File: src/rtl/conv2_pkg.sv
// -----------------------------------------------------------------------------
// conv2_pkg
// Shared constants and types for the conv2 filter scheduler.
//   CHANNEL_LEN  output filters time-sharing one convolution-sum datapath
//   FILTER_SIZE  kernel edge length (5x5 windows)
//   DATA_W       width of the signed datapath result
//   state_t      scheduler FSM encoding (IDLE / ISSUE / WAIT)
// -----------------------------------------------------------------------------
package conv2_pkg;

  localparam int CHANNEL_LEN = 3;
  localparam int FILTER_SIZE = 5;
  localparam int DATA_W      = 14;
  localparam int CH_W        = 2;

  typedef logic signed [DATA_W-1:0] data_t;

  typedef enum logic [1:0] {
    ST_IDLE  = 2'd0,
    ST_ISSUE = 2'd1,
    ST_WAIT  = 2'd2
  } state_t;

endpackage

File: src/rtl/conv2_sched_if.sv
// -----------------------------------------------------------------------------
// conv2_sched_if
// Bundles the window handshake, datapath issue/return and result/status
// signals of the conv2 scheduler.
//   slave  : scheduler view (accepts windows, issues to datapath, emits results)
//   master : environment view (window buffer, datapath and max-pool side)
// Parameters OUT_W / OUT_H size the out_col / out_row fields.
// -----------------------------------------------------------------------------
interface conv2_sched_if #(
  parameter int OUT_W = 8,
  parameter int OUT_H = 8
);
  import conv2_pkg::*;

  localparam int COL_W = $clog2(OUT_W);
  localparam int ROW_W = $clog2(OUT_H);

  logic             win_valid;
  logic             win_ready;
  logic             calc_start;
  logic [CH_W-1:0]  filt_sel;
  logic             calc_valid;
  data_t            calc_data;
  logic             out_valid;
  data_t            out_data;
  logic [CH_W-1:0]  out_ch;
  logic [COL_W-1:0] out_col;
  logic [ROW_W-1:0] out_row;
  logic             frame_done;
  logic             err_tmo;
  logic             err_spur;

  modport slave (
    input  win_valid, calc_valid, calc_data,
    output win_ready, calc_start, filt_sel, out_valid, out_data,
           out_ch, out_col, out_row, frame_done, err_tmo, err_spur
  );

  modport master (
    output win_valid, calc_valid, calc_data,
    input  win_ready, calc_start, filt_sel, out_valid, out_data,
           out_ch, out_col, out_row, frame_done, err_tmo, err_spur
  );

endinterface

File: src/rtl/conv2_pos_cnt.sv
// -----------------------------------------------------------------------------
// conv2_pos_cnt
// Output-position counter for the conv2 feature map (raster order).
//   clk, rst_n    clock / asynchronous active-low reset
//   i_adv         advance to the next window position
//   o_col, o_row  current position
//   o_frame_wrap  current position is the last one of the frame
// -----------------------------------------------------------------------------
module conv2_pos_cnt #(
  parameter int OUT_W = 8,
  parameter int OUT_H = 8
) (
  input  logic                     clk,
  input  logic                     rst_n,
  input  logic                     i_adv,
  output logic [$clog2(OUT_W)-1:0] o_col,
  output logic [$clog2(OUT_H)-1:0] o_row,
  output logic                     o_frame_wrap
);

  localparam int COL_W = $clog2(OUT_W);
  localparam int ROW_W = $clog2(OUT_H);

  logic [COL_W-1:0] r_col;
  logic [ROW_W-1:0] r_row;
  logic             w_col_last;
  logic             w_row_last;

  assign w_col_last   = (r_col == COL_W'(OUT_W - 1));
  assign w_row_last   = (r_row == ROW_W'(OUT_H - 1));
  assign o_frame_wrap = w_col_last && w_row_last;
  assign o_col        = r_col;
  assign o_row        = r_row;

  always_ff @(posedge clk or negedge rst_n) begin
    if (!rst_n) begin
      r_col <= '0;
      r_row <= '0;
    end else if (i_adv) begin
      if (w_col_last) begin
        r_col <= '0;
        r_row <= w_row_last ? '0 : r_row + 1'b1;
      end else begin
        r_col <= r_col + 1'b1;
      end
    end
  end

endmodule

File: src/rtl/conv2_sched.sv
// -----------------------------------------------------------------------------
// conv2_sched
// Time-multiplexes the conv2 convolution-sum datapath across CHANNEL_LEN
// output filters. Each accepted 5x5 window is issued once per filter
// (filt_sel 0..CHANNEL_LEN-1); every returned sum is registered and tagged
// with its channel and output position for the max-pool stage.
//   clk, rst_n   clock / asynchronous active-low reset
//   bus (slave)  win_valid/win_ready   window handshake (ready only in IDLE)
//                calc_start/filt_sel   one-cycle issue to datapath + bank
//                calc_valid/calc_data  datapath result return
//                out_valid/out_data/out_ch/out_col/out_row  tagged result
//                frame_done            last position of the frame finished
//                err_tmo / err_spur    sticky timeout / spurious-result flags
// Parameters: OUT_W, OUT_H (map size), CALC_LAT (nominal datapath latency),
//             TMO_SLACK (extra cycles tolerated before timeout).
// Build option: define CONV2_SCHED_RELU_EN to clamp negative results to 0.
// -----------------------------------------------------------------------------
module conv2_sched
  import conv2_pkg::*;
#(
  parameter int OUT_W     = 8,
  parameter int OUT_H     = 8,
  parameter int CALC_LAT  = 2,
  parameter int TMO_SLACK = 4
) (
  input  logic          clk,
  input  logic          rst_n,
  conv2_sched_if.slave  bus
);

  localparam int COL_W   = $clog2(OUT_W);
  localparam int ROW_W   = $clog2(OUT_H);
  localparam int TMO_LIM = CALC_LAT + TMO_SLACK;
  localparam int CNT_W   = $clog2(TMO_LIM + 1);
  localparam logic [CH_W-1:0] LAST_CH = CH_W'(CHANNEL_LEN - 1);

  function automatic data_t clamp_out(input data_t d);
`ifdef CONV2_SCHED_RELU_EN
    return (d < 0) ? '0 : d;
`else
    return d;
`endif
  endfunction

  state_t           r_state;
  logic [CH_W-1:0]  r_ch;
  logic [CNT_W-1:0] r_wait_cnt;
  logic             r_calc_start;
  logic             r_out_valid;
  data_t            r_out_data;
  logic [CH_W-1:0]  r_out_ch;
  logic [COL_W-1:0] r_out_col;
  logic [ROW_W-1:0] r_out_row;
  logic             r_frame_done;
  logic             r_err_tmo;
  logic             r_err_spur;

  logic [COL_W-1:0] w_col;
  logic [ROW_W-1:0] w_row;
  logic             w_frame_wrap;
  logic             w_in_wait;
  logic             w_last_accept;
  logic             w_tmo;
  logic             w_adv;

  assign w_in_wait     = (r_state == ST_WAIT);
  assign w_last_accept = w_in_wait && bus.calc_valid && (r_ch == LAST_CH);
  // Timeout fires on the WAIT cycle where the counter has reached TMO_LIM-1,
  // i.e. after TMO_LIM cycles in WAIT; a result arriving on that same cycle wins.
  assign w_tmo         = w_in_wait && !bus.calc_valid && (r_wait_cnt == CNT_W'(TMO_LIM - 1));
  assign w_adv         = w_last_accept || w_tmo;

  conv2_pos_cnt #(
    .OUT_W (OUT_W),
    .OUT_H (OUT_H)
  ) u_pos_cnt (
    .clk          (clk),
    .rst_n        (rst_n),
    .i_adv        (w_adv),
    .o_col        (w_col),
    .o_row        (w_row),
    .o_frame_wrap (w_frame_wrap)
  );

  assign bus.win_ready  = (r_state == ST_IDLE);
  assign bus.filt_sel   = (r_state == ST_IDLE) ? '0 : r_ch;
  assign bus.calc_start = r_calc_start;
  assign bus.out_valid  = r_out_valid;
  assign bus.out_data   = r_out_data;
  assign bus.out_ch     = r_out_ch;
  assign bus.out_col    = r_out_col;
  assign bus.out_row    = r_out_row;
  assign bus.frame_done = r_frame_done;
  assign bus.err_tmo    = r_err_tmo;
  assign bus.err_spur   = r_err_spur;

  always_ff @(posedge clk or negedge rst_n) begin
    if (!rst_n) begin
      r_state      <= ST_IDLE;
      r_ch         <= '0;
      r_wait_cnt   <= '0;
      r_calc_start <= 1'b0;
      r_out_valid  <= 1'b0;
      r_out_data   <= '0;
      r_out_ch     <= '0;
      r_out_col    <= '0;
      r_out_row    <= '0;
      r_frame_done <= 1'b0;
      r_err_tmo    <= 1'b0;
      r_err_spur   <= 1'b0;
    end else begin
      r_calc_start <= 1'b0;
      r_out_valid  <= 1'b0;
      r_frame_done <= 1'b0;

      // A result outside WAIT has no issue to belong to: flag and drop it.
      if (bus.calc_valid && !w_in_wait) begin
        r_err_spur <= 1'b1;
      end

      case (r_state)
        ST_IDLE: begin
          if (bus.win_valid) begin
            r_ch         <= '0;
            r_calc_start <= 1'b1;
            r_state      <= ST_ISSUE;
          end
        end

        ST_ISSUE: begin
          r_wait_cnt <= '0;
          r_state    <= ST_WAIT;
        end

        ST_WAIT: begin
          if (bus.calc_valid) begin
            r_out_valid <= 1'b1;
            r_out_data  <= clamp_out(bus.calc_data);
            r_out_ch    <= r_ch;
            r_out_col   <= w_col;
            r_out_row   <= w_row;
            if (r_ch == LAST_CH) begin
              r_frame_done <= w_frame_wrap;
              r_state      <= ST_IDLE;
            end else begin
              r_ch         <= r_ch + 1'b1;
              r_calc_start <= 1'b1;
              r_state      <= ST_ISSUE;
            end
          end else if (w_tmo) begin
            // Abandon the rest of this window; its position is still consumed.
            r_err_tmo    <= 1'b1;
            r_frame_done <= w_frame_wrap;
            r_state      <= ST_IDLE;
          end else begin
            r_wait_cnt <= r_wait_cnt + 1'b1;
          end
        end

        default: r_state <= ST_IDLE;
      endcase
    end
  end

endmodule

File: src/flat_wrapper.sv
// flat-port wrapper written by rule: the top's interface ports become plain ports
module conv2_sched_flat import conv2_pkg::*;
#(
  parameter int OUT_W     = 8,
  parameter int OUT_H     = 8,
  parameter int CALC_LAT  = 2,
  parameter int TMO_SLACK = 4
)
  (clk, rst_n, bus_win_valid, bus_calc_valid, bus_calc_data, bus_win_ready, bus_calc_start, bus_filt_sel, bus_out_valid, bus_out_data, bus_out_ch, bus_out_col, bus_out_row, bus_frame_done, bus_err_tmo, bus_err_spur);
  conv2_sched_if #(.OUT_W(OUT_W), .OUT_H(OUT_H)) bus_i ();
  input  logic clk;
  input  logic rst_n;
  input wire logic [$bits(bus_i.win_valid)-1:0] bus_win_valid;
  input wire logic [$bits(bus_i.calc_valid)-1:0] bus_calc_valid;
  input wire logic [$bits(bus_i.calc_data)-1:0] bus_calc_data;
  output wire logic [$bits(bus_i.win_ready)-1:0] bus_win_ready;
  output wire logic [$bits(bus_i.calc_start)-1:0] bus_calc_start;
  output wire logic [$bits(bus_i.filt_sel)-1:0] bus_filt_sel;
  output wire logic [$bits(bus_i.out_valid)-1:0] bus_out_valid;
  output wire logic [$bits(bus_i.out_data)-1:0] bus_out_data;
  output wire logic [$bits(bus_i.out_ch)-1:0] bus_out_ch;
  output wire logic [$bits(bus_i.out_col)-1:0] bus_out_col;
  output wire logic [$bits(bus_i.out_row)-1:0] bus_out_row;
  output wire logic [$bits(bus_i.frame_done)-1:0] bus_frame_done;
  output wire logic [$bits(bus_i.err_tmo)-1:0] bus_err_tmo;
  output wire logic [$bits(bus_i.err_spur)-1:0] bus_err_spur;
  assign bus_i.win_valid = bus_win_valid;
  assign bus_i.calc_valid = bus_calc_valid;
  assign bus_i.calc_data = bus_calc_data;
  assign bus_win_ready = bus_i.win_ready;
  assign bus_calc_start = bus_i.calc_start;
  assign bus_filt_sel = bus_i.filt_sel;
  assign bus_out_valid = bus_i.out_valid;
  assign bus_out_data = bus_i.out_data;
  assign bus_out_ch = bus_i.out_ch;
  assign bus_out_col = bus_i.out_col;
  assign bus_out_row = bus_i.out_row;
  assign bus_frame_done = bus_i.frame_done;
  assign bus_err_tmo = bus_i.err_tmo;
  assign bus_err_spur = bus_i.err_spur;
  conv2_sched #(.OUT_W(OUT_W), .OUT_H(OUT_H), .CALC_LAT(CALC_LAT), .TMO_SLACK(TMO_SLACK)) u_core (.clk(clk), .rst_n(rst_n), .bus(bus_i));
endmodule
File: config.mk
export PLATFORM = sky130hd
export DESIGN_NAME = conv2_sched_flat
export DESIGN_NICKNAME = d
export VERILOG_FILES = /design/src/rtl/conv2_pkg.sv /design/src/rtl/conv2_sched_if.sv /design/src/rtl/conv2_pos_cnt.sv /design/src/rtl/conv2_sched.sv /design/src/flat_wrapper.sv
export SDC_FILE = /design/constraint.sdc
export NUM_CORES = 1
export LEC_CHECK = 0
export ABC_AREA = 1
export BUFFER_PORTS_ARGS = -buffer_cell sky130_fd_sc_hd__buf_2
export CAP_MARGIN = 0
export CORE_ASPECT_RATIO = 0.6
export CORE_MARGIN = 2
export CORE_UTILIZATION = 45
export CTS_BUF_LIST = sky130_fd_sc_hd__clkbuf_8 sky130_fd_sc_hd__clkbuf_16
export DETAILED_ROUTE_END_ITERATION = 12
export GPL_TIMING_DRIVEN = 0
export PLACE_DENSITY = 0.72
export SYNTH_ARGS = -nofsm -noshare
export SYNTH_HDL_FRONTEND = slang
export SYNTH_SLANG_ARGS = --single-unit
File: constraint.sdc
create_clock -name clk -period 1.2 [get_ports clk]
set_input_delay 0.12 -clock clk [delete_from_list [all_inputs] [get_ports clk]]
set_output_delay 0.12 -clock clk [all_outputs]
set_load 0.02 [all_outputs]
Word level (Yosys, flattened, before mapping):

Cells that the tools add are included.

* word-level logic and storage cells: 74
* flip-flop bits (word level): 40
* output and inout port bits: 30
* bits of input ports: 18

* bitwise gates (word level): 1
* add/subtract/negate cells: 4
* mux-type cells: 25
* reduce and logical (&&, ||, !) cells: 18
* equal/unequal tests: 12

Operators with widths (count)
* 2-bit two-way mux: 7
* 3-bit two-way mux: 4
* 1-bit two-way mux: 10
* 2-bit != test (second input constant): 5
* 3-bit by 1-bit adder with 3-bit output (second input constant): 3
* 3-bit == test (second input constant): 3
* 1-bit logical AND: 6
* 2-bit case mux with 3 select lines: 1
* 3-bit case mux with 2 select lines: 1
* 2-bit AND reduction: 3
* 3-bit AND reduction: 2
* 2-bit == test (second input constant): 2
* 2-bit case mux with 2 select lines: 1
* 4-bit AND reduction: 1
* 2-bit nonzero test: 2
* 3-bit != test (second input constant): 1
* 2-bit by 1-bit adder with 2-bit output (second input constant): 1
* 2-bit by 1-bit == test with 1-bit output (second input constant): 1
* 1-bit zero test: 2
* 2-bit zero test: 1
* 1-bit case mux with 2 select lines: 1
* 1-bit logical OR: 1
* 1-bit inverter: 1

Longest topological paths before layout:

* word-level depth: 6
* mapped depth: 8
* depth with buffers taken out: 8

By module:

Synthesis repeated with hierarchy kept, for this count alone.

* cell total of the unflattened synthesis: 196
* area total of the unflattened synthesis: 1706.6 um^2

By module, submodules not included
* conv2_sched: area an instance 1402.6 um^2, times used 1, seq. area each 850.8 um^2, cells each 159
* conv2_pos_cnt: area an instance 304.0 um^2, times used 1, seq. area each 150.1 um^2, cells each 37

Least setup slack after synthesis:

Ideal clock, no wire load.

* kind: reg2reg
* from: register u_core.r_state[0]
* to: register u_core.r_ch[0]
* library setup time: 0.127 ns
* path buffers: 0
* clock period less this slack: 1.280 ns
* cell stages (with the launch flop): 5
* data arrival time: 1.153 ns
* data required time: 1.073 ns
* path slack: -0.080 ns
* cells stage by stage: dfrtp_1 nor2_1 nand2_1 nand3_1 o21ai_0

* word-level cells in the longest chain between the ends: 3
* elaborated cells between the ends (all ways): 8
* those cells by class: eq/ne (4); mux (1); reduce/logical (3)

Ends and longest elaborated chain
* start, declared: RTL line conv2_sched.sv:45 `state_t r_state;`
* start signal, assigned: RTL line conv2_sched.sv:99 `r_state <= ST_IDLE;`
* start signal, assigned: RTL line conv2_sched.sv:126 `r_state <= ST_ISSUE;`
* start signal, assigned: RTL line conv2_sched.sv:132 `r_state <= ST_WAIT;`
* 2-bit zero test (*)
* named net bus_win_ready: RTL line flat_wrapper.sv:16 `output wire logic [$bits(bus_i.win_ready)-1:0] bus_win_ready;`
* 2-bit != test (no source line) or 2-bit nonzero test (tied branches)
* 4-bit AND reduction (no source line)
* end signal, assigned: RTL line conv2_sched.sv:146 `r_ch <= r_ch + 1'b1;`
* end, declared: RTL line conv2_sched.sv:46 `logic [CH_W-1:0] r_ch;`

Mark *: on every way through the listed nets, which the timed path passes. The rest lies on a longest branch.
A chain may end at the register's enable or synchronous reset.

Worst setup path after layout:

* from: register u_core.r_wait_cnt[1]
* to: register u_core.u_pos_cnt.r_row[0], in the netlist u_core.u_pos_cnt.o_row[0]

* word-level cells in the longest chain between the ends: 4

Ends and longest elaborated chain
* start, declared: RTL line conv2_sched.sv:47 `logic [CNT_W-1:0] r_wait_cnt;`
* start signal, assigned: RTL line conv2_sched.sv:156 `r_wait_cnt <= r_wait_cnt + 1'b1;`
* 3-bit == test: RTL line conv2_sched.sv:70 `assign w_tmo = w_in_wait && !bus.calc_valid && (r_wait_cnt == CNT_W'(TMO_LIM - 1));`
* 1-bit logical AND: RTL line conv2_sched.sv:70
* 1-bit logical OR: RTL line conv2_sched.sv:71 `assign w_adv = w_last_accept || w_tmo;`
* 2-bit AND reduction (no source line)
* end signal, assigned: RTL line conv2_pos_cnt.sv:42 `r_row <= w_row_last ? '0 : r_row + 1'b1;`
* end, declared: RTL line conv2_pos_cnt.sv:25 `logic [ROW_W-1:0] r_row;`

No other way between the ends.

==> results.toml <==
[finish]
fillCellCount = 316
drive_gt1_share_pct = 44.57
syn_to_final_growth_pct = 45.46
num_antenna_cells = 0
nets = 291

[hold_path]
hold_depth = 3
hold_path_class = "in -> reg"

[pwr]
seq_power_share_pct = 36.0
switching_share_pct = 39.35
p_clk_share_pct = 17.7
peakVddDrop_mv = 1.378
power_switching_mw = 2.345
powerDensity_mw_per_mm2 = 2378
intPower_mw = 3.615
p_leak_nw = 1.401
combPwrFrac_pct = 46.3
power.total_mw = 5.960

[run]
maxCapViolCount = 0

[worst_setup_path]
worstPathRequired_ns = 1.38
cp.arrival_ns = 1.41
r2r_setup_slack_ns = -0.03
crit_chain = "inv_1 -> ha_2 -> nand2_2 -> nand2_4 -> nand4_1 -> nand2_1 -> nand2_1"
cpPeakStageDelay_ns = 0.40
r2r_cells = 7
worstPathMaxFanout = 6
worstSetupEndpointType = "flop"
critPathLaunchType = "flop"
cp_common_cell = "nand2_1"
cpMaxStageDelayCell = "dfrtp_1"
critPathKind = "reg -> reg"

[synthesis]
netlist.area_leader.share_pct = 58.10
ys_seq_area_share_pct = 58.10
synth.distinct_cells = 17
syn_inst = 189
synthFlopType = "dfrtp_1"
synthTopCellsByArea = "dfrtp_1 (58%), nand2_1 (20%), ha_1 (5.1%)"
yosys.cell_count.top_type = "nand2_1"
synth_seq_cells = 40
syn-cell-area_sq_mm = 0.001723
yosysTopAreaCell = "dfrtp_1"
synth_nets = 214
async_flop_share_pct = 100.0
yosys_warnings = 0
syn_avg_cell_area_sq_um = 9.116
yosys-top-cells-count = "nand2_1 (90), dfrtp_1 (40), inv_1 (11)"
synth_edf_count = 0

[sta]
slew_violations = 0
hold_viol = 0
slew_headroom_pct = 64.60
skew_ns = 0.004325
worst_pin_slew_ns = 0.5310
period_minus_slack_ns = 1.233
rsz0062_at_grt = "true"
layout_setup_ws_ns = -0.03348
fmax_mhz = 810.7
post-route-period-util_pct = 102.8
setup_viol = 7

[die]
io_pins = 48
start_util_pct = 46.82
design.core.area_sq_mm = 0.003680
rows = 17
dieArea_sq_mm = 0.004356
die_h_um = 51.93
die_x_um = 83.88

[placement]
port_buffers = 47
dp_slack_ns = -0.1386
gp_congestion = 0.7329
place_hpwl_um = 2401

[global_route]
grt_overflow_total = 0
grt_antenna_before_repair = 0
grt_max_degree = 41
grt_util_all_layers_pct = 17.82
first_global_vias = 1317
grt_pass1_wl_um = 6009

[route]
drt_iter0_markers = 65
vias = 1450
ant_nets = 0
wl_um = 3889
vias_per_cell = 4.618
dr.pass1.iters = 4
wl_per_cell_um = 12.39
post-route-drc-count = 0

[cts]
ctsLongestPathBuffers = 2
htree_levels = 2
cts_num_sinks = 40
clkTransAtPathRegs_ns = 0.08
clock_latency_ns = 0.28
cts-buffers-inserted = 5
cts_root_buffer = "clkbuf_8"
cts_tree = "done"

[outcome]
violations = "negative setup slack"
outcome = "complete, but fails checks"
-- critical path, delay by kind of cell (launching register included) --
family,cells,cell delay (ns)
buffers and inverters,1,0.06
adders and majority gates,1,0.17
and+or+nand+nor,5,0.51
DFF,1,0.40
-- state kept, by name, indices dropped and copies added, names as in the netlist --
signal                  flops
u_core.bus.out_data        14
u_core.bus.out_col          3
u_core.bus.out_row          3
u_core.r_wait_cnt           3
u_core.u_pos_cnt.o_col      3
u_core.u_pos_cnt.o_row      3
u_core.bus.out_ch           2
u_core.r_ch                 2
u_core.r_state              2
u_core.bus.calc_start       1
u_core.bus.err_spur         1
u_core.bus.err_tmo          1
u_core.bus.frame_done       1
u_core.bus.out_valid        1
-- worst paths after layout --
kind / start / endpoint
min: bus_calc_data[6] / u_core.bus.out_data[6]$_DFFE_PN0N_
max reg2reg: u_core.r_wait_cnt[1]$_DFFE_PN0P_ / u_core.u_pos_cnt.o_row[0]$_DFFE_PN0P_
min reg2reg: u_core.bus.err_spur$_DFFE_PN0P_ / u_core.bus.err_spur$_DFFE_PN0P_
max in group asynchronous: rst_n / u_core.r_state[0]$_DFFE_PN0P_
min in group asynchronous: rst_n / u_core.r_ch[0]$_DFFE_PN0P_
max: u_core.r_wait_cnt[1]$_DFFE_PN0P_ / u_core.u_pos_cnt.o_row[0]$_DFFE_PN0P_
-- area by class of cell --
cell class | count | area, sq um | area share [%]
Sequential cell | 40 | 1002 | 39.99
Multi-Input combinational cell | 132 | 753.2 | 30.05
Timing Repair Buffer | 69 | 467.9 | 18.67
Clock buffer | 5 | 68.82 | 2.746
Inverter | 14 | 60.06 | 2.396
Tap cell | 47 | 58.81 | 2.346
Buffer | 4 | 56.30 | 2.247
Clock inverter | 3 | 38.79 | 1.548
-- through the flow --
step / hold slack (ns) / util (%) / cell area [sq um] / instances / setup TNS (ns)
after CTS: 0.01691 / 61.37 / 2258 / 301 / -0.07189
after global routing: 0.02559 / 68.11 / 2506 / 314 / -1.834
after floorplan: -0.1756 / - / 1728 / 189 / 0
after global placement: 0.2908 / 54.95 / 2022 / 283 / -0.6851
final: 0.02136 / 68.11 / 2506 / 314 / -0.1068
after detailed placement: 0.2890 / 54.95 / 2022 / 283 / -1.042
-- cells by family after synthesis --
group / share of synthesized area (%)
and+or+nand+nor: 27.52
DFF: 58.10
buffers and inverters: 5.301
AOI/OAI and AO/OA: 3.485
adders and majority gates: 5.083
xor gates and xnor gates: 0.5084
-- placed cells by master (no fill, tap or decap), drive strengths merged, types with 2 or more instances in the layout --
master	n
ha	7
clkbuf	9
inv	15
nor2	12
dfrtp	40
o21ai	8
o21bai	2
buf	68
nand4	5
nand3	3
nand2	93
-- power groups by stage --
stage	combinational [mW]	clock [mW]	sequential (mW)
CTS	2.27	1.08	2.13
floorplan	0.987	0	2.51
finish	2.76	1.05	2.15
global route	3.05	1.14	2.21
global placement	1.98	0	2.12
detailed placement	2.03	0	2.14
-- what timing repair did --
action                                 CTS  global route
endpoints found under the hold margin   40             0
setup endpoints to repair               20            75
gates resized for setup                 15            34
setup buffers                            9             9
pin swaps                                6            14
hold buffers                             1             0
cloned                                   0             4
-- layer usage --
layer | GRT usage [%] | vias to the layer above | part of all wire, %
li1 | - | 744 | -
met1 | 26.51 | 661 | 52
met2 | 25.47 | 43 | 42
met3 | 5.714 | 2 | 5.8
met4 | 3.763 | 0 | 0.21
met5 | 0 | - | 0
Power figures use the tool's default switching activity.
